## config.mk

```make
export PLATFORM = sky130hd
export DESIGN_NAME = charram_writer_flat
export DESIGN_NICKNAME = d
export VERILOG_FILES = /design/src/rtl/charram_pkg.sv /design/src/rtl/charram_writer_if.sv /design/src/rtl/charram_fill_addr.sv /design/src/rtl/charram_writer.sv /design/src/flat_wrapper.sv
export SDC_FILE = /design/constraint.sdc
export NUM_CORES = 1
export LEC_CHECK = 0
export ABC_AREA = 1
export BUFFER_PORTS_ARGS = -buffer_cell sky130_fd_sc_hd__clkbuf_2
export CAP_MARGIN = 20
export CORE_ASPECT_RATIO = 0.6
export CORE_MARGIN = 2
export CORE_UTILIZATION = 50
export CTS_CLUSTER_SIZE = 12
export DETAILED_ROUTE_END_ITERATION = 8
export PLACE_DENSITY = 0.82
export SYNTH_ARGS = -nofsm -noshare
export SYNTH_HDL_FRONTEND = slang
export SYNTH_SLANG_ARGS = --single-unit
```

## constraint.sdc

```tcl
create_clock -name clk_i -period 2.5 [get_ports clk_i]
set_clock_uncertainty 0.15 [all_clocks]
set_input_delay 0.125 -clock clk_i [delete_from_list [all_inputs] [get_ports clk_i]]
set_output_delay 0.125 -clock clk_i [all_outputs]
set_load 0.02 [all_outputs]
```

## src/rtl/charram_pkg.sv

```systemverilog
// Shared geometry, RAM-select indices and FSM state type for the character-map RAM writer.
package charram_pkg;
    localparam int ROW_W    = 6;
    localparam int COL_W    = 6;
    localparam int ADDR_W   = ROW_W + COL_W;

    localparam int SEL_CHAR = 0;
    localparam int SEL_FG   = 1;
    localparam int SEL_BG   = 2;

    typedef enum logic [1:0] {
        IDLE = 2'd0,
        FILL = 2'd1,
        DONE = 2'd2
    } state_e;

    typedef logic [ROW_W-1:0]  row_t;
    typedef logic [COL_W-1:0]  col_t;
    typedef logic [ADDR_W-1:0] addr_t;

    function automatic addr_t mk_addr(input row_t row, input col_t col);
        return {row, col};
    endfunction
endpackage

```

## src/rtl/charram_writer_if.sv

```systemverilog
// Signal bundle between the CPU/fill requesters and the character-map RAM writer.
// CHARRAM_COLRANGE_EN adds the fill column-range inputs.
interface charram_writer_if;
    import charram_pkg::*;

    logic       cpu_req;
    logic [2:0] cpu_sel;
    addr_t      cpu_addr;
    logic [7:0] cpu_data;
    logic       cpu_ack;

    logic       fill_start;
    logic       fill_abort;
    logic [2:0] fill_mask;
    row_t       fill_row_start;
    row_t       fill_row_end;
`ifdef CHARRAM_COLRANGE_EN
    col_t       fill_col_start;
    col_t       fill_col_end;
`endif
    logic [7:0] fill_char;
    logic [7:0] fill_fg;
    logic [7:0] fill_bg;

    addr_t      wr_addr;
    logic       chram_wr;
    logic       fgcol_wr;
    logic       bgcol_wr;
    logic [7:0] chram_wdata;
    logic [7:0] fgcol_wdata;
    logic [7:0] bgcol_wdata;
    logic       busy;
    logic       done;

    modport slave (
        input  cpu_req, cpu_sel, cpu_addr, cpu_data,
        input  fill_start, fill_abort, fill_mask, fill_row_start, fill_row_end,
`ifdef CHARRAM_COLRANGE_EN
        input  fill_col_start, fill_col_end,
`endif
        input  fill_char, fill_fg, fill_bg,
        output cpu_ack, wr_addr, chram_wr, fgcol_wr, bgcol_wr,
        output chram_wdata, fgcol_wdata, bgcol_wdata, busy, done
    );

    modport master (
        output cpu_req, cpu_sel, cpu_addr, cpu_data,
        output fill_start, fill_abort, fill_mask, fill_row_start, fill_row_end,
`ifdef CHARRAM_COLRANGE_EN
        output fill_col_start, fill_col_end,
`endif
        output fill_char, fill_fg, fill_bg,
        input  cpu_ack, wr_addr, chram_wr, fgcol_wr, bgcol_wr,
        input  chram_wdata, fgcol_wdata, bgcol_wdata, busy, done
    );
endinterface

```

## src/rtl/charram_fill_addr.sv

```systemverilog
// Fill-engine cell walker: loads the start corner, steps column-first, flags the final cell.
// Position outputs see through a load so the start cycle can already issue the first write.
module charram_fill_addr
    import charram_pkg::*;
(
    input  logic  clk_i,
    input  logic  rst_ni,
    input  logic  load_i,
    input  logic  advance_i,
    input  row_t  row_start_i,
    input  row_t  row_end_i,
    input  col_t  col_start_i,
    input  col_t  col_end_i,
    output addr_t addr_o,
    output logic  last_o
);
    row_t row_q, row_d, row_end_q, row_cur, row_end_cur;
    col_t col_q, col_d, col_start_q, col_end_q, col_cur, col_start_cur, col_end_cur;
    logic col_wrap;

    always_comb begin
        row_cur       = load_i ? row_start_i : row_q;
        col_cur       = load_i ? col_start_i : col_q;
        row_end_cur   = load_i ? row_end_i   : row_end_q;
        col_start_cur = load_i ? col_start_i : col_start_q;
        col_end_cur   = load_i ? col_end_i   : col_end_q;
        col_wrap      = (col_cur == col_end_cur);
        row_d         = row_cur;
        col_d         = col_cur;
        if (advance_i) begin
            if (col_wrap) begin
                col_d = col_start_cur;
                row_d = row_cur + 1'b1;
            end else begin
                col_d = col_cur + 1'b1;
            end
        end
    end

    assign addr_o = mk_addr(row_cur, col_cur);
    assign last_o = col_wrap && (row_cur == row_end_cur);

    always_ff @(posedge clk_i or negedge rst_ni) begin
        if (!rst_ni) begin
            row_q       <= '0;
            col_q       <= '0;
            row_end_q   <= '0;
            col_start_q <= '0;
            col_end_q   <= '0;
        end else begin
            row_q <= row_d;
            col_q <= col_d;
            if (load_i) begin
                row_end_q   <= row_end_i;
                col_start_q <= col_start_i;
                col_end_q   <= col_end_i;
            end
        end
    end
endmodule

```

## src/rtl/charram_writer.sv

```systemverilog
// Shared write port of the char/fg/bg maps: CPU byte writes (1-cycle latency, req held to ack, max 1 per 2 cycles) beat a row-range fill engine.
// All outputs registered; CHARRAM_COLRANGE_EN adds a fill column range, otherwise whole rows are filled.
module charram_writer
    import charram_pkg::*;
(
    input  logic            clk_i,
    input  logic            rst_ni,
    charram_writer_if.slave bus
);
    state_e     state_q, state_d;
    logic [2:0] mask_q;
    logic [7:0] char_q, fg_q, bg_q;
    logic       last_wr_q, last_wr_d;

    addr_t      wr_addr_q, wr_addr_d;
    logic [2:0] wr_q, wr_d;
    logic [7:0] ch_wd_q, ch_wd_d, fg_wd_q, fg_wd_d, bg_wd_q, bg_wd_d;
    logic       cpu_ack_q, cpu_ack_d, busy_q, busy_d, done_q, done_d;

    logic       cpu_grant, start_acc, range_empty, fill_wr, fill_last;
    addr_t      fill_addr;
    col_t       col_start_in, col_end_in;

`ifdef CHARRAM_COLRANGE_EN
    assign col_start_in = bus.fill_col_start;
    assign col_end_in   = bus.fill_col_end;
`else
    assign col_start_in = '0;
    assign col_end_in   = '1;
`endif

    // The CPU is never granted in the cycle its previous ack is visible, leaving every other slot to the fill.
    assign cpu_grant   = bus.cpu_req && !cpu_ack_q;
    assign start_acc   = (state_q == IDLE) && bus.fill_start;
    assign range_empty = (bus.fill_row_start > bus.fill_row_end) || (col_start_in > col_end_in);
    assign fill_wr     = !cpu_grant &&
                         ((start_acc && !range_empty) ||
                          ((state_q == FILL) && !bus.fill_abort && !last_wr_q));
    assign last_wr_d   = fill_wr && fill_last;

    charram_fill_addr u_fill_addr (
        .clk_i       (clk_i),
        .rst_ni      (rst_ni),
        .load_i      (start_acc),
        .advance_i   (fill_wr),
        .row_start_i (bus.fill_row_start),
        .row_end_i   (bus.fill_row_end),
        .col_start_i (col_start_in),
        .col_end_i   (col_end_in),
        .addr_o      (fill_addr),
        .last_o      (fill_last)
    );

    always_ff @(posedge clk_i or negedge rst_ni) begin
        if (!rst_ni) begin
            state_q   <= IDLE;
            last_wr_q <= 1'b0;
            mask_q    <= '0;
            char_q    <= '0;
            fg_q      <= '0;
            bg_q      <= '0;
        end else begin
            state_q   <= state_d;
            last_wr_q <= last_wr_d;
            if (start_acc) begin
                mask_q <= bus.fill_mask;
                char_q <= bus.fill_char;
                fg_q   <= bus.fill_fg;
                bg_q   <= bus.fill_bg;
            end
        end
    end

    // The final fill write stays in FILL for its own cycle so done lands one cycle later.
    always_comb begin
        state_d = state_q;
        unique case (state_q)
            IDLE:    if (start_acc) state_d = range_empty ? DONE : FILL;
            FILL:    if (bus.fill_abort) state_d = IDLE;
                     else if (last_wr_q) state_d = DONE;
            DONE:    state_d = IDLE;
            default: state_d = IDLE;
        endcase
    end

    always_comb begin
        wr_addr_d = wr_addr_q;
        wr_d      = '0;
        ch_wd_d   = ch_wd_q;
        fg_wd_d   = fg_wd_q;
        bg_wd_d   = bg_wd_q;
        cpu_ack_d = cpu_grant;
        busy_d    = (state_d == FILL);
        done_d    = (state_d == DONE);
        if (cpu_grant) begin
            wr_addr_d = bus.cpu_addr;
            wr_d      = bus.cpu_sel;
            ch_wd_d   = bus.cpu_data;
            fg_wd_d   = bus.cpu_data;
            bg_wd_d   = bus.cpu_data;
        end else if (fill_wr) begin
            wr_addr_d = fill_addr;
            wr_d      = start_acc ? bus.fill_mask : mask_q;
            ch_wd_d   = start_acc ? bus.fill_char : char_q;
            fg_wd_d   = start_acc ? bus.fill_fg   : fg_q;
            bg_wd_d   = start_acc ? bus.fill_bg   : bg_q;
        end
    end

    always_ff @(posedge clk_i or negedge rst_ni) begin
        if (!rst_ni) begin
            wr_addr_q <= '0;
            wr_q      <= '0;
            ch_wd_q   <= '0;
            fg_wd_q   <= '0;
            bg_wd_q   <= '0;
            cpu_ack_q <= 1'b0;
            busy_q    <= 1'b0;
            done_q    <= 1'b0;
        end else begin
            wr_addr_q <= wr_addr_d;
            wr_q      <= wr_d;
            ch_wd_q   <= ch_wd_d;
            fg_wd_q   <= fg_wd_d;
            bg_wd_q   <= bg_wd_d;
            cpu_ack_q <= cpu_ack_d;
            busy_q    <= busy_d;
            done_q    <= done_d;
        end
    end

    assign bus.wr_addr     = wr_addr_q;
    assign bus.chram_wr    = wr_q[SEL_CHAR];
    assign bus.fgcol_wr    = wr_q[SEL_FG];
    assign bus.bgcol_wr    = wr_q[SEL_BG];
    assign bus.chram_wdata = ch_wd_q;
    assign bus.fgcol_wdata = fg_wd_q;
    assign bus.bgcol_wdata = bg_wd_q;
    assign bus.cpu_ack     = cpu_ack_q;
    assign bus.busy        = busy_q;
    assign bus.done        = done_q;
endmodule

```

## src/flat_wrapper.sv

```systemverilog
// flat-port wrapper written by rule: the top's interface ports become plain ports
module charram_writer_flat import charram_pkg::*;
  (clk_i, rst_ni, bus_cpu_req, bus_cpu_sel, bus_cpu_addr, bus_cpu_data, bus_fill_start, bus_fill_abort, bus_fill_mask, bus_fill_row_start, bus_fill_row_end, bus_fill_char, bus_fill_fg, bus_fill_bg, bus_cpu_ack, bus_wr_addr, bus_chram_wr, bus_fgcol_wr, bus_bgcol_wr, bus_chram_wdata, bus_fgcol_wdata, bus_bgcol_wdata, bus_busy, bus_done);
  charram_writer_if bus_i ();
  input  logic clk_i;
  input  logic rst_ni;
  input wire logic [$bits(bus_i.cpu_req)-1:0] bus_cpu_req;
  input wire logic [$bits(bus_i.cpu_sel)-1:0] bus_cpu_sel;
  input wire logic [$bits(bus_i.cpu_addr)-1:0] bus_cpu_addr;
  input wire logic [$bits(bus_i.cpu_data)-1:0] bus_cpu_data;
  input wire logic [$bits(bus_i.fill_start)-1:0] bus_fill_start;
  input wire logic [$bits(bus_i.fill_abort)-1:0] bus_fill_abort;
  input wire logic [$bits(bus_i.fill_mask)-1:0] bus_fill_mask;
  input wire logic [$bits(bus_i.fill_row_start)-1:0] bus_fill_row_start;
  input wire logic [$bits(bus_i.fill_row_end)-1:0] bus_fill_row_end;
  input wire logic [$bits(bus_i.fill_char)-1:0] bus_fill_char;
  input wire logic [$bits(bus_i.fill_fg)-1:0] bus_fill_fg;
  input wire logic [$bits(bus_i.fill_bg)-1:0] bus_fill_bg;
  output wire logic [$bits(bus_i.cpu_ack)-1:0] bus_cpu_ack;
  output wire logic [$bits(bus_i.wr_addr)-1:0] bus_wr_addr;
  output wire logic [$bits(bus_i.chram_wr)-1:0] bus_chram_wr;
  output wire logic [$bits(bus_i.fgcol_wr)-1:0] bus_fgcol_wr;
  output wire logic [$bits(bus_i.bgcol_wr)-1:0] bus_bgcol_wr;
  output wire logic [$bits(bus_i.chram_wdata)-1:0] bus_chram_wdata;
  output wire logic [$bits(bus_i.fgcol_wdata)-1:0] bus_fgcol_wdata;
  output wire logic [$bits(bus_i.bgcol_wdata)-1:0] bus_bgcol_wdata;
  output wire logic [$bits(bus_i.busy)-1:0] bus_busy;
  output wire logic [$bits(bus_i.done)-1:0] bus_done;
  assign bus_i.cpu_req = bus_cpu_req;
  assign bus_i.cpu_sel = bus_cpu_sel;
  assign bus_i.cpu_addr = bus_cpu_addr;
  assign bus_i.cpu_data = bus_cpu_data;
  assign bus_i.fill_start = bus_fill_start;
  assign bus_i.fill_abort = bus_fill_abort;
  assign bus_i.fill_mask = bus_fill_mask;
  assign bus_i.fill_row_start = bus_fill_row_start;
  assign bus_i.fill_row_end = bus_fill_row_end;
  assign bus_i.fill_char = bus_fill_char;
  assign bus_i.fill_fg = bus_fill_fg;
  assign bus_i.fill_bg = bus_fill_bg;
  assign bus_cpu_ack = bus_i.cpu_ack;
  assign bus_wr_addr = bus_i.wr_addr;
  assign bus_chram_wr = bus_i.chram_wr;
  assign bus_fgcol_wr = bus_i.fgcol_wr;
  assign bus_bgcol_wr = bus_i.bgcol_wr;
  assign bus_chram_wdata = bus_i.chram_wdata;
  assign bus_fgcol_wdata = bus_i.fgcol_wdata;
  assign bus_bgcol_wdata = bus_i.bgcol_wdata;
  assign bus_busy = bus_i.busy;
  assign bus_done = bus_i.done;
  charram_writer u_core (.clk_i(clk_i), .rst_ni(rst_ni), .bus(bus_i));
endmodule
```

[Yosys cells after proc, flatten, opt, wreduce, memory -nomap -nowiden]
Cells that the tools add are included.
Storage, ports and cells
  memory bits (read-only): 0
  memories kept: 0
  memory bits (writable): 0
  latch bits: 0
  logic and storage cells: 71
  register bits: 102
  output and inout bits: 42
Cells by class
  magnitude comparators: 1
  reduce and logical (&&, ||, !) cells: 16
  bitwise gates (word level): 0
  div/mod/pow operators: 0
  equal/unequal tests: 5
  multiplexer cells: 28
  multiply operators: 0
  $add $sub $neg: 2
  shifts and indexed selects: 0
Operators by type and width (number)
  $mux W8: 9
  $mux W6: 9
  $mux W12: 2
  $add A6 B1 Y6 const B: 2
  $eq A6 B6 Y1: 2
  $mux W3: 3
  $logic_and A1 B1 Y1: 8
  $mux W2: 4
  $gt A6 B6 Y1: 1
  $logic_not A1 Y1: 5
  $eq A2 B1 Y1 const B: 2
  $pmux W2 S2: 1
  $eq A2 B2 Y1 const B: 1
  $logic_not A2 Y1: 1
  $reduce_bool A2 Y1: 1
  $logic_or A1 B1 Y1: 1

[Depth between registers and ports, before layout]
Gate-level depths: netlist of the first run.
  word-level depth: 7
  mapped depth: 14
  depth with buffers taken out: 14

[Modules after synthesis]
From an unflattened synthesis of the first run, not the netlist that was laid out.
Unflattened totals
  cell total of the unflattened synthesis: 709
  area, all modules: 5580.4 um^2
By module, submodules not included
  charram_writer: instances 1, cells each 419, sequential area each 1801.7 um^2, area an instance 3594.7 um^2
  charram_fill_addr: instances 1, cells each 290, sequential area each 750.7 um^2, area an instance 1985.7 um^2

[Least setup slack after synthesis of the first run]
OpenSTA, ideal clock, no wires.
  path kind: register to register
  start point: reg u_core.state_q[1]
  end point: reg u_core.u_fill_addr.row_q[4]
  period minus slack after synthesis: 1.860 ns
  data required time: 2.284 ns
  path slack: 0.640 ns
  library setup time: 0.066 ns
  data arrival time: 1.645 ns
  path buffers: 1
  stages on the path, launching flop included: 13
  cells stage by stage: dfrtp_1 nor2_4 nand2_4 buf_4 nand2_1 nand2_1 ha_1 nand3_1 xor2_1 nand2_1 nand2_1 nand2_1 nand2_1
Between the ends
  word-level cells in the longest chain between the ends: 6
  elaborated cells between the ends (all ways): 15
  classes of those cells: 1 x add/sub; 2 x eq/ne; 5 x mux; 7 x reduce/logical
RTL lines
  start, declared: RTL line charram_writer.sv:10  | state_e state_q, state_d;
  start signal, assigned: RTL line charram_writer.sv:63  | state_q <= state_d;
  $logic_not A2 Y1 / $eq A2 B1 Y1 (equally long branches): RTL line charram_writer.sv:34, charram_writer.sv:38
  $logic_and A1 B1 Y1, on equally long branches: RTL line charram_writer.sv:34, charram_writer.sv:38
  $mux W6, or another cell as far along: RTL line charram_fill_addr.sv:22  | row_cur = load_i ? row_start_i : row_q;
  $add A6 B1 Y6, or another cell as far along: RTL line charram_fill_addr.sv:33  | row_d = row_cur + 1'b1;
  $mux W6 / $logic_and A1 B1 Y1 (equally long branches): RTL line charram_fill_addr.sv:31, charram_writer.sv:36
  $mux W6 *: RTL line charram_fill_addr.sv:30  | if (advance_i) begin
  via u_core.u_fill_addr.row_d[4]: RTL line charram_fill_addr.sv:17  | row_t row_q, row_d, row_end_q, row_cur, row_end_cur;
  end signal, assigned: RTL line charram_fill_addr.sv:51  | row_q <= row_d;
  end, declared: RTL line charram_fill_addr.sv:17
Mark *: on every way through the listed nets, which the timed path passes. The rest lies on a longest branch.
A chain may end at the register's enable or synchronous reset.

[Worst setup path after layout of the first run]
  start point: in bus_fill_row_end[5]
  end point: reg u_core.ch_wd_q[5] (netlist: u_core.bus.chram_wdata[5])
Between the ends
  word-level cells in the longest chain between the ends: 6
RTL lines
  start, declared: RTL line flat_wrapper.sv:15  | input wire logic [$bits(bus_i.fill_row_end)-1:0] bus_fill_row_end;
  $gt A6 B6 Y1: RTL line charram_writer.sv:35  | assign range_empty = (bus.fill_row_start > bus.fill_row_end) || (col_start_in > col_end_in);
  $logic_not A1 Y1: RTL line charram_writer.sv:37  | ((start_acc && !range_empty) ||
  $logic_and A1 B1 Y1: RTL line charram_writer.sv:37
  $logic_or A1 B1 Y1: RTL line charram_writer.sv:37
  $logic_and A1 B1 Y1: RTL line charram_writer.sv:36  | assign fill_wr = !cpu_grant &&
  $reduce_bool A2 Y1 (no source line)
  end signal, assigned: RTL line charram_writer.sv:123  | ch_wd_q <= ch_wd_d;
  end, declared: RTL line charram_writer.sv:17  | logic [7:0] ch_wd_q, ch_wd_d, fg_wd_q, fg_wd_d, bg_wd_q, bg_wd_d;
No other way between the ends.

==> out/qor.yml, run 1 <==
worstSetupPathType: "primary input to register"
slew_violations: 0
cp.depth: 14
mappedNetlistArea_mm2: 0.004872
final.setup.tns_ns: 0
synth_edf_count: 0
reg2reg_depth: 11
grt_pass1_vias: 4736
ys_warn_count: 0
antenna_found_initial: 0
path_cells: "dlygate4sd3_1, clkbuf_2, inv_1, ha_1, nand2_1, nor2_1, o21ai_0, nand3_1, nand2_1, nand2_1, nand2_2, buf_4, o21ai_0, nand2_1"
cts_sinks: 102
wl_per_cell_um: 14.54
pin_count: 109
fin_crit_sh: 0.9146
crit_end: "u_core.bus.chram_wdata[5]"
cp_common_cell: "nand2_1"
startpoint_type: "primary input"
dp_hpwl_mm: 8.910
hold_class: "primary input to register"
yosysTopAreaCell: "dfrtp_1"
avgViaCountPerCell: 5.074
power_leakage_nw: 3.660
path_clk_slew_ns: 0.06
synthCells: 635
fmaxAchievable_mhz: 437.3
cts_setup_buffers: 0
timing.rr.end: "u_core.u_fill_addr.row_q[5]"
htreeDepth: 3
finalHoldViolCount: 0
r2r_start: "u_core.state_q[1]"
synth_cell_types: 27
synth-seq-area-share: 0.5239
startpoint: "bus_fill_row_end[5]"
required_ns: 2.57
postRouteAntennaNets: 0
routed_wirelength_mm: 13.45
path_buf_inv: 4
area_growth_pct: 31.00
rows: 27
syn_avg_cell_area_um2: 7.673
finalHoldWorstSlack_ns: 0.004597
maxSlewHeadroom: 0.5613
crit_arrival_ns: 2.36
fin_nets: 865
grt_use_total: 0.2708
fp.dieArea_mm2: 0.01058
drt_pass1_iterations: 5
crit_path_end_kind: "register"
drive_above_1_share: 0.1874
slowest_stage: "dlygate4sd3_1"
gp_congestion: 0.8929
ir_worst_vdd_v: 0.0005148
clock_path_buffers: 2
cap_viol_max_count: 0
rrSetupSlack_ns: 0.26
max_stage_delay_ns: 0.52
root_buffer: "clkbuf_16"
period_needed_ns: 2.287
tightestPinTransition_ns: 0.6581
drcViolationCount: 0
initial_core_util: 0.5225
core-area_mm2: 0.009324
portBuffers: 108
insertedDiodeCount: 0
synth_top_cell_area_share: 0.5239
status: "completed"
final_common_cell: "nand2_1"
p_per_area_mw_per_mm2: 875.9
synth-seq-cells: 102
syn_nets: 710
vias: 4693
grt_pass1_wl_mm: 22.43
drt-initial-drc-count: 385
synth.area.top_cells: "dfrtp_1, nand2_1, nand3_1"
synthFlopType: "dfrtp_1"
cts_buffers: 9
final_cell_mix: "nand2_1, clkbuf_2, dfrtp_1"
overflow: 0
setup_violations: 0
insertion_delay_ns: 0.35
async_flop_share: 1.000
crit_family: "buffers and inverters"
rsz0062_at_grt: "false"
fp.dieH_um: 80.47
grt_start_max_net_pins: 54
cp_max_fo: 23
die_w_um: 131.4
cts_tree: "built"
-- metal layers --
metal  vias up  GRT usage  wire, µm
li1       2270          -         -
met1      2209     0.3742      6329
met2       194     0.4372      6009
met3        20    0.05556       930
met4         0    0.08043       178
met5         -          0         0
-- cell type report --
| class | instances | area [µm²] |
|---|---|---|
| well taps | 130 | 162.7 |
| fillers | 775 | 2942 |
| flip-flops and latches | 102 | 2552 |
| repair buffers | 171 | 1154 |
| multi-input cells | 466 | 2037 |
| clock inverters | 2 | 37.54 |
| clock buffers | 14 | 284.0 |
| inverters | 40 | 155.1 |
-- cell families after synthesis --
logic type                 Yosys count  share of synthesized area
adders and majority gates            8                    0.02055
xor gates and xnor gates            11                    0.01978
DFF                                102                     0.5239
and+or+nand+nor                    405                     0.3303
AOI/OAI and AO/OA                   42                    0.04597
buffers and inverters               67                    0.05958
-- worst register-to-register path: stages, from the launching register on --
cell and delay (ns):
dfrtp_1 0.44, nor2_4 0.09, nand2_4 0.23, inv_2 0.16, a21oi_1 0.15, nand2_1 0.08, nor2_2 0.10, nand3_1 0.38
nand2_1 0.16, nand2_1 0.06, nand2_1 0.05, nand2_1 0.08
-- sequential cells by signal, indices dropped and copies added (netlist names), 3 cells and up --
signal and count:
u_core.u_fill_addr.col_start_q 6, u_core.wr_q 3, u_core.char_q 8, u_core.bus.fgcol_wdata 8, u_core.mask_q 3, u_core.u_fill_addr.row_q 6
u_core.fg_q 8, u_core.bus.chram_wdata 8, u_core.u_fill_addr.col_q 6, u_core.u_fill_addr.col_end_q 6, u_core.u_fill_addr.row_end_q 6, u_core.bus.wr_addr 12
u_core.bus.bgcol_wdata 8, u_core.bg_q 8
-- where the power goes --
part / switching, mW / total (mW) / internal, mW
logic: 1.20 / 1.82 / 0.618
clock network: 0.604 / 1.49 / 0.886
registers: 0.211 / 2.28 / 2.07
total: 2.02 / 5.59 / 3.57
-- worst min-delay path by stage --
stage / from / end / slack, ns / depth (start not counted)
after floorplan: rst_ni / u_core.bg_q[0] / -0.32 / 0
after global routing: bus_fill_row_end[3] / u_core.u_fill_addr.row_end_q[3] / 0.02 / 3
after CTS: bus_fill_row_end[3] / u_core.u_fill_addr.row_end_q[3] / 0.005 / 3
final: bus_fill_row_end[3] / u_core.u_fill_addr.row_end_q[3] / 0.005 / 3
after global placement: rst_ni / u_core.u_fill_addr.row_end_q[3] / 0.03 / 1
after detailed placement: rst_ni / u_core.u_fill_addr.row_end_q[5] / 0.04 / 1
-- metrics by stage --
stage                 util  instance area, µm²  std cells  setup slack, ns  power, mW
floorplan                -                4872        635           0.6399      3.436
global placement    0.5958                5555        859           0.3490      3.962
detailed placement  0.5958                5555        859           0.2352      4.031
CTS                 0.6840                6377        925          0.04886      5.601
global route        0.6845                6382        925          0.02280      5.937
finish              0.6845                6382        925           0.2135      5.591
-- Yosys cell counts (all sizes together) (2+ instances only) --
cell type  count
xnor2          2
ha             8
dfrtp        102
buf           14
a21oi          4
inv           40
xor2           9
nand4          3
nor2          18
o21bai         2
o21ai         34
nand2        345
clkbuf        13
nand3         37
-- what timing repair did --
item | in CTS | in global routing
endpoints found under the hold margin | 101 | 0
setup endpoints to repair | 0 | 23
resized for setup | 0 | 3
hold buffers | 50 | 0
No activity file was read; power rests on OpenSTA's default activity.
==> inputs of run 2 (changes only) <==
--- a/config.mk
+++ b/config.mk
@@ -11,9 +11,9 @@
 export CORE_ASPECT_RATIO = 0.6
 export CORE_MARGIN = 2
 export CORE_UTILIZATION = 50
-export CTS_CLUSTER_SIZE = 12
 export DETAILED_ROUTE_END_ITERATION = 8
-export PLACE_DENSITY = 0.82
+export GPL_ROUTABILITY_DRIVEN = 1
+export PLACE_DENSITY = 0.75
 export SYNTH_ARGS = -nofsm -noshare
 export SYNTH_HDL_FRONTEND = slang
 export SYNTH_SLANG_ARGS = --single-unit
==> run 2 against run 1 <==
  * Clock power decreased by 7%
  * Largest cell class unchanged
  * Design area decreased by 0.37%
  * Fmax fell by 0.85%
==> out/qor.yml, run 2 (synthesized netlist as in run 1, its figures left out) <==
postRouteAntennaNets: 0  # unchanged
fp.dieArea_mm2: 0.01058  # unchanged
grt_pass1_wl_mm: 21.57  # -3.8%
path_cells: "dlygate4sd3_1, clkbuf_2, inv_1, ha_1, nand2_1, nor2_1, o21ai_0, nand3_1, nand2_1, nand2_1, nand2_2, nor2_2, buf_12, nand2_1, nand2_1"
grt_start_max_net_pins: 69  # +28%
cp_common_cell: "nand2_1"
power_leakage_nw: 3.645  # -0.43%
ir_worst_vdd_v: 0.0004792  # -6.9%
area_growth_pct: 30.51
p_per_area_mw_per_mm2: 861.9  # -1.6%
maxSlewHeadroom: 0.5572  # -0.004067
vias: 4668  # -0.53%
cp_max_fo: 32  # +39%
final_cell_mix: "nand2_1, clkbuf_2, dfrtp_1"
hold_class: "primary input to register"
crit_family: "simple AND/OR/NAND/NOR gates"
finalHoldViolCount: 0  # unchanged
final_common_cell: "nand2_1"
reg2reg_depth: 10  # -1
required_ns: 2.64  # +0.07 ns
tightestPinTransition_ns: 0.6642  # +0.006101 ns
placedCellCount: 857  # -0.23%
routed_wirelength_mm: 13.18  # -2.0%
crit_arrival_ns: 2.45  # +0.09 ns
slew_violations: 0  # unchanged
fmaxAchievable_mhz: 433.6  # -0.85%
path_clk_slew_ns: 0.07  # about the same
pin_count: 109  # unchanged
clock_path_buffers: 2  # unchanged
insertion_delay_ns: 0.35  # about the same
slowest_stage: "dlygate4sd3_1"
fin_crit_sh: 0.9224  # +0.007807
dp_hpwl_mm: 8.721  # -2.1%
period_needed_ns: 2.306  # +0.01952 ns
cp.depth: 15  # +1
crit_path_end_kind: "register"
fin_nets: 862  # -0.35%
initial_core_util: 0.5225  # unchanged
htreeDepth: 3  # unchanged
fp.dieH_um: 80.47  # unchanged
multiInputGateArea_mm2: 0.002042  # +0.25%
drt_pass1_iterations: 5  # unchanged
wl_per_cell_um: 14.29  # -1.7%
die_w_um: 131.4  # unchanged
rows: 27  # unchanged
portBuffers: 108  # unchanged
worstSetupPathType: "primary input to register"
cts_tree: "built"
root_buffer: "clkbuf_16"
final.setup.tns_ns: 0  # unchanged
antenna_found_initial: 0  # unchanged
seqCellArea_mm2: 0.002552  # unchanged
hold_depth: 5  # +2
drt-initial-drc-count: 340  # -12%
overflow: 0  # unchanged
gp_congestion: 0.8738  # -2.1%
final_core_util: 0.6820  # -0.002549
final_cell_count_no_fill: 922  # -0.32%
status: "completed"
grt_pass1_vias: 4437  # -6.3%
cts_sinks: 102  # unchanged
nFillCells: 758  # -2.2%
drive_above_1_share: 0.1881  # +0.0007099
startpoint_type: "primary input"
drcViolationCount: 0  # unchanged
core-area_mm2: 0.009324  # unchanged
grt_use_total: 0.2609  # -0.009957
largest_reg_flops: 12  # unchanged
max_stage_delay_ns: 0.52  # about the same
path_buf_inv: 4  # unchanged
cap_viol_max_count: 0  # unchanged
avgViaCountPerCell: 5.063  # -0.21%
insertedDiodeCount: 0  # unchanged
setup_violations: 0  # unchanged
cts_buffers: 9  # unchanged
rsz0062_at_grt: "false"
==> run 2: final timing paths <==
kind	to	from	slack, ns
max	u_core.bus.bgcol_wdata[1]	bus_fill_row_end[5]	0.19
min	u_core.bus.chram_wdata[3]	bus_cpu_data[3]	0.02
max reg2reg	u_core.u_fill_addr.row_q[5]	u_core.state_q[1]	0.24
min reg2reg	u_core.u_fill_addr.col_start_q[2]	u_core.u_fill_addr.col_start_q[2]	0.31
max in group asynchronous	u_core.bus.chram_wdata[3]	rst_ni	1.30
min in group asynchronous	u_core.u_fill_addr.row_end_q[3]	rst_ni	0.20
==> run 2: through the flow <==
| step | area (µm²) | hold WS [ns] | total power [mW] | worst slack, ns |
|---|---|---|---|---|
| global route | 6359 | 0.05087 | 5.818 | 0.02535 |
| CTS | 6351 | 0.002600 | 5.474 | 0.1192 |
| finish | 6359 | 0.01971 | 5.480 | 0.1939 |
| detailed placement | 5565 | 0.04952 | 4.026 | 0.1955 |
| floorplan | 4872 | -0.3206 | 3.436 | 0.6399 |
| global placement | 5565 | 0.04894 | 3.974 | 0.3586 |
==> run 2: worst register-to-register path: stages (launching register included) <==
cell	delay, ns
dfrtp_1	0.43
nor2_4	0.09
nand2_4	0.09
buf_12	0.27
o21ai_0	0.22
nor3_1	0.32
nand3_2	0.29
nand2_1	0.14
nand2_1	0.06
nand2_1	0.05
nand2_1	0.06
==> run 2: timing repair <==
item	CTS	global route
setup endpoints to repair	0	13
endpoints found under the hold margin	99	0
hold buffers	49	0
gates resized for setup	0	3
buffers inserted	0	0
==> run 2: area by class of cell <==
type                    count  area share
multi-input cells         466      0.3211
inverters                  40     0.02401
repair buffers            168      0.1814
flip-flops and latches    102      0.4014
clock buffers              11     0.03975
clock inverters             5    0.006690
well taps                 130     0.02558
==> run 2: where the power goes <==
part           internal (mW)  leakage, nW  switching, mW
registers               2.07         1.27          0.197
logic                  0.626         2.23           1.20
clock network          0.739        0.142          0.646
==> run 2: metal layers <==
layer / part of all wire / GRT usage
met5: 0 / 0
met4: 0.012 / 0.07065
met3: 0.076 / 0.07702
met2: 0.45 / 0.4073
met1: 0.46 / 0.3586
==> inputs of run 3 (changes only) <==
--- a/config.mk
+++ b/config.mk
@@ -8,12 +8,14 @@
 export ABC_AREA = 1
 export BUFFER_PORTS_ARGS = -buffer_cell sky130_fd_sc_hd__clkbuf_2
 export CAP_MARGIN = 20
+export CELL_PAD_IN_SITES_DETAIL_PLACEMENT = 1
+export CELL_PAD_IN_SITES_GLOBAL_PLACEMENT = 1
 export CORE_ASPECT_RATIO = 0.6
 export CORE_MARGIN = 2
-export CORE_UTILIZATION = 50
+export CORE_UTILIZATION = 39
 export DETAILED_ROUTE_END_ITERATION = 8
 export GPL_ROUTABILITY_DRIVEN = 1
-export PLACE_DENSITY = 0.75
+export PLACE_DENSITY_LB_ADDON = 0.1
 export SYNTH_ARGS = -nofsm -noshare
 export SYNTH_HDL_FRONTEND = slang
 export SYNTH_SLANG_ARGS = --single-unit
==> run 3 against run 2 <==
  * Power rose by 0.47%
  * Clock-buffer cell count did not move
  * Setup slack got worse by 0.020 ns
  * Global-route usage fell by 2.4 points
  * Largest power group unchanged
  * Largest cell class unchanged
  * Design area rose by 0.87%
  * Sequential share of layout area fell by 0.34 points
  * Cell count rose by 3.9%
==> out/qor.yml, run 3 (synthesized netlist as in run 1, its figures left out) <==
max_stage_delay_ns: 0.52  # about the same
pre_cts_ws_ns: 0.1767  # -0.01881 ns
grt_use_total: 0.2369  # -0.02402
placedCellCount: 892  # +4.1%
total_power_mw: 5.506  # +0.47%
final_common_cell: "nand2_1"
cts_setup_buffers: 0  # unchanged
dpl_cell_area_mm2: 0.005609  # +0.79%
path_cells: "dlygate4sd3_1, clkbuf_2, inv_1, ha_1, nand2_1, nor2_1, o21ai_0, nand3_1, nand2_1, nand2_1, nand2_2, nand2_1, clkinv_4, nand2_1, nand3_1"
antenna_found_initial: 0  # unchanged
final_cell_mix: "nand2_1, clkbuf_2, dfrtp_1"
largest_reg_flops: 12  # unchanged
dp_hpwl_mm: 10.10  # +16%
setup_slack_ns: 0.1737  # -0.02027 ns
ir_worst_vdd_v: 0.0003361  # -30%
cts_buffers: 9  # unchanged
slew_violations: 0  # unchanged
hold_class: "primary input to register"
cp_common_cell: "nand2_1"
cts_sinks: 102  # unchanged
fin_nets: 863  # +0.12%
grt_pass1_wl_mm: 25.12  # +16%
p_comb_frac: 0.337  # +0.003
path_clk_slew_ns: 0.07  # about the same
startpoint_type: "primary input"
status: "completed"
pwr-share-clk: 0.253  # about the same
multiInputGateArea_mm2: 0.002047  # +0.24%
fp.dieH_um: 90.58  # +13%
rsz0062_at_grt: "true"
fmaxAchievable_mhz: 429.9  # -0.87%
rows: 31  # +15%
timing.rr.end: "u_core.u_fill_addr.row_q[5]"
grt_pass1_vias: 5080  # +14%
fp.dieArea_mm2: 0.01343  # +27%
p_per_area_mw_per_mm2: 858.6  # -0.39%
vias: 4598  # -1.5%
root_buffer: "clkbuf_16"
crit_end: "u_core.bus.wr_addr[8]"
finalHoldWorstSlack_ns: 0.009250  # -0.01046 ns
postRouteAntennaNets: 0  # unchanged
core-area_mm2: 0.01214  # +30%
gp_congestion: 0.7941  # -9.1%
clock_path_buffers: 2  # unchanged
finalHoldViolCount: 0  # unchanged
drt_pass1_iterations: 4  # -1
nFillCells: 1537  # +100%
insertedDiodeCount: 0  # unchanged
maxSlewHeadroom: 0.6679  # +0.1107
finish.instance_area_mm2: 0.006414  # +0.87%
slowest_stage: "dlygate4sd3_1"
area_growth_pct: 31.64
cap_viol_max_count: 0  # unchanged
drcViolationCount: 0  # unchanged
final_cell_count_no_fill: 958  # +3.9%
final_core_util: 0.5283  # -0.1537
p_sw_frac: 0.3788  # +0.005350
crit_path_end_kind: "register"
internal_power_mw: 3.420  # -0.38%
r2r_start: "u_core.state_q[1]"
crit_arrival_ns: 2.40  # -0.05 ns
seqCellArea_mm2: 0.002552  # unchanged
hold_depth: 3  # -2
period_needed_ns: 2.326  # +0.02027 ns
tightestPinTransition_ns: 0.4982  # -0.1660 ns
startpoint: "bus_fill_row_end[5]"
drt-initial-drc-count: 201  # -41%
power_leakage_nw: 3.650  # +0.14%
routed_wirelength_mm: 15.10  # +15%
die_w_um: 148.3  # +13%
grt_start_max_net_pins: 71  # +2.9%
rrSetupSlack_ns: 0.27  # +0.03 ns
required_ns: 2.57  # -0.07 ns
insertion_delay_ns: 0.35  # about the same
wl_per_cell_um: 15.76  # +10%
setup_violations: 0  # unchanged
worstSetupPathType: "primary input to register"
htreeDepth: 3  # unchanged
final.setup.tns_ns: 0  # unchanged
pin_count: 109  # unchanged
portBuffers: 108  # unchanged
cts_tree: "built"
seqPwrFrac: 0.410  # -0.003
avgViaCountPerCell: 4.800  # -5.2%
initial_core_util: 0.4013  # -0.1212
fin_crit_sh: 0.9305  # +0.008108
p_switching_mw: 2.086  # +1.9%
reg2reg_depth: 12  # +2
cp_max_fo: 28  # -13%
overflow: 0  # unchanged
drive_above_1_share: 0.1866  # -0.001498
==> run 3: cell types whose count changed in the layout (fill, tap and decap cells not counted), sizes merged <==
cell         before  now
inv              41   43
dlygate4sd3      49   50
clkinvlp          1    0
clkinv            3    2
==> run 3: power groups by stage <==
| stage | Clock, mW | Sequential [mW] | Combinational, mW |
|---|---|---|---|
| floorplan | 0 | 2.50 | 0.937 |
| global placement | 0 | 2.28 | 1.74 |
| detailed placement | 0 | 2.29 | 1.79 |
| CTS | 1.44 | 2.26 | 1.87 |
| global route | 1.50 | 2.31 | 2.10 |
| finish | 1.39 | 2.26 | 1.86 |
==> run 3: critical path, delay by kind of cell <==
| kind | cells | cell delay (ns) |
|---|---|---|
| and+or+nand+nor | 9 | 0.98 |
| buffers and inverters | 4 | 0.87 |
| adders and majority gates | 1 | 0.29 |
| AOI/OAI and AO/OA | 1 | 0.10 |
==> run 3: final cells by class <==
type,count,area share
clock buffers,11,0.03785
clock inverters,5,0.007218
inverters,40,0.02419
multi-input cells,466,0.3192
flip-flops and latches,102,0.3980
well taps,165,0.03219
repair buffers,169,0.1814
==> run 3: worst min-delay path by stage <==
stage / start / to / slack [ns]
floorplan: rst_ni / u_core.bg_q[0] / -0.32
global placement: rst_ni / u_core.u_fill_addr.col_start_q[4] / -0.04
detailed placement: rst_ni / u_core.u_fill_addr.col_start_q[4] / -0.04
CTS: bus_fill_row_end[3] / u_core.u_fill_addr.row_end_q[3] / 0.0001
global route: bus_fill_row_end[3] / u_core.u_fill_addr.row_end_q[3] / 0.03
finish: bus_fill_row_end[3] / u_core.u_fill_addr.row_end_q[3] / 0.009
==> run 3: per-layer routing <==
metal / vias up / share of wire / track usage
li1: 2270 / - / -
met1: 2217 / 0.48 / 0.3254
met2: 99 / 0.47 / 0.3927
met3: 12 / 0.045 / 0.04444
met4: 0 / 0.0098 / 0.05079
met5: - / 0 / 0
==> run 3: what timing repair did <==
| item | in CTS | in global routing |
|---|---|---|
| hold endpoints to repair | 84 | 0 |
| hold buffers | 50 | 0 |
| setup endpoints to repair | 0 | 51 |
| resized for setup | 0 | 6 |
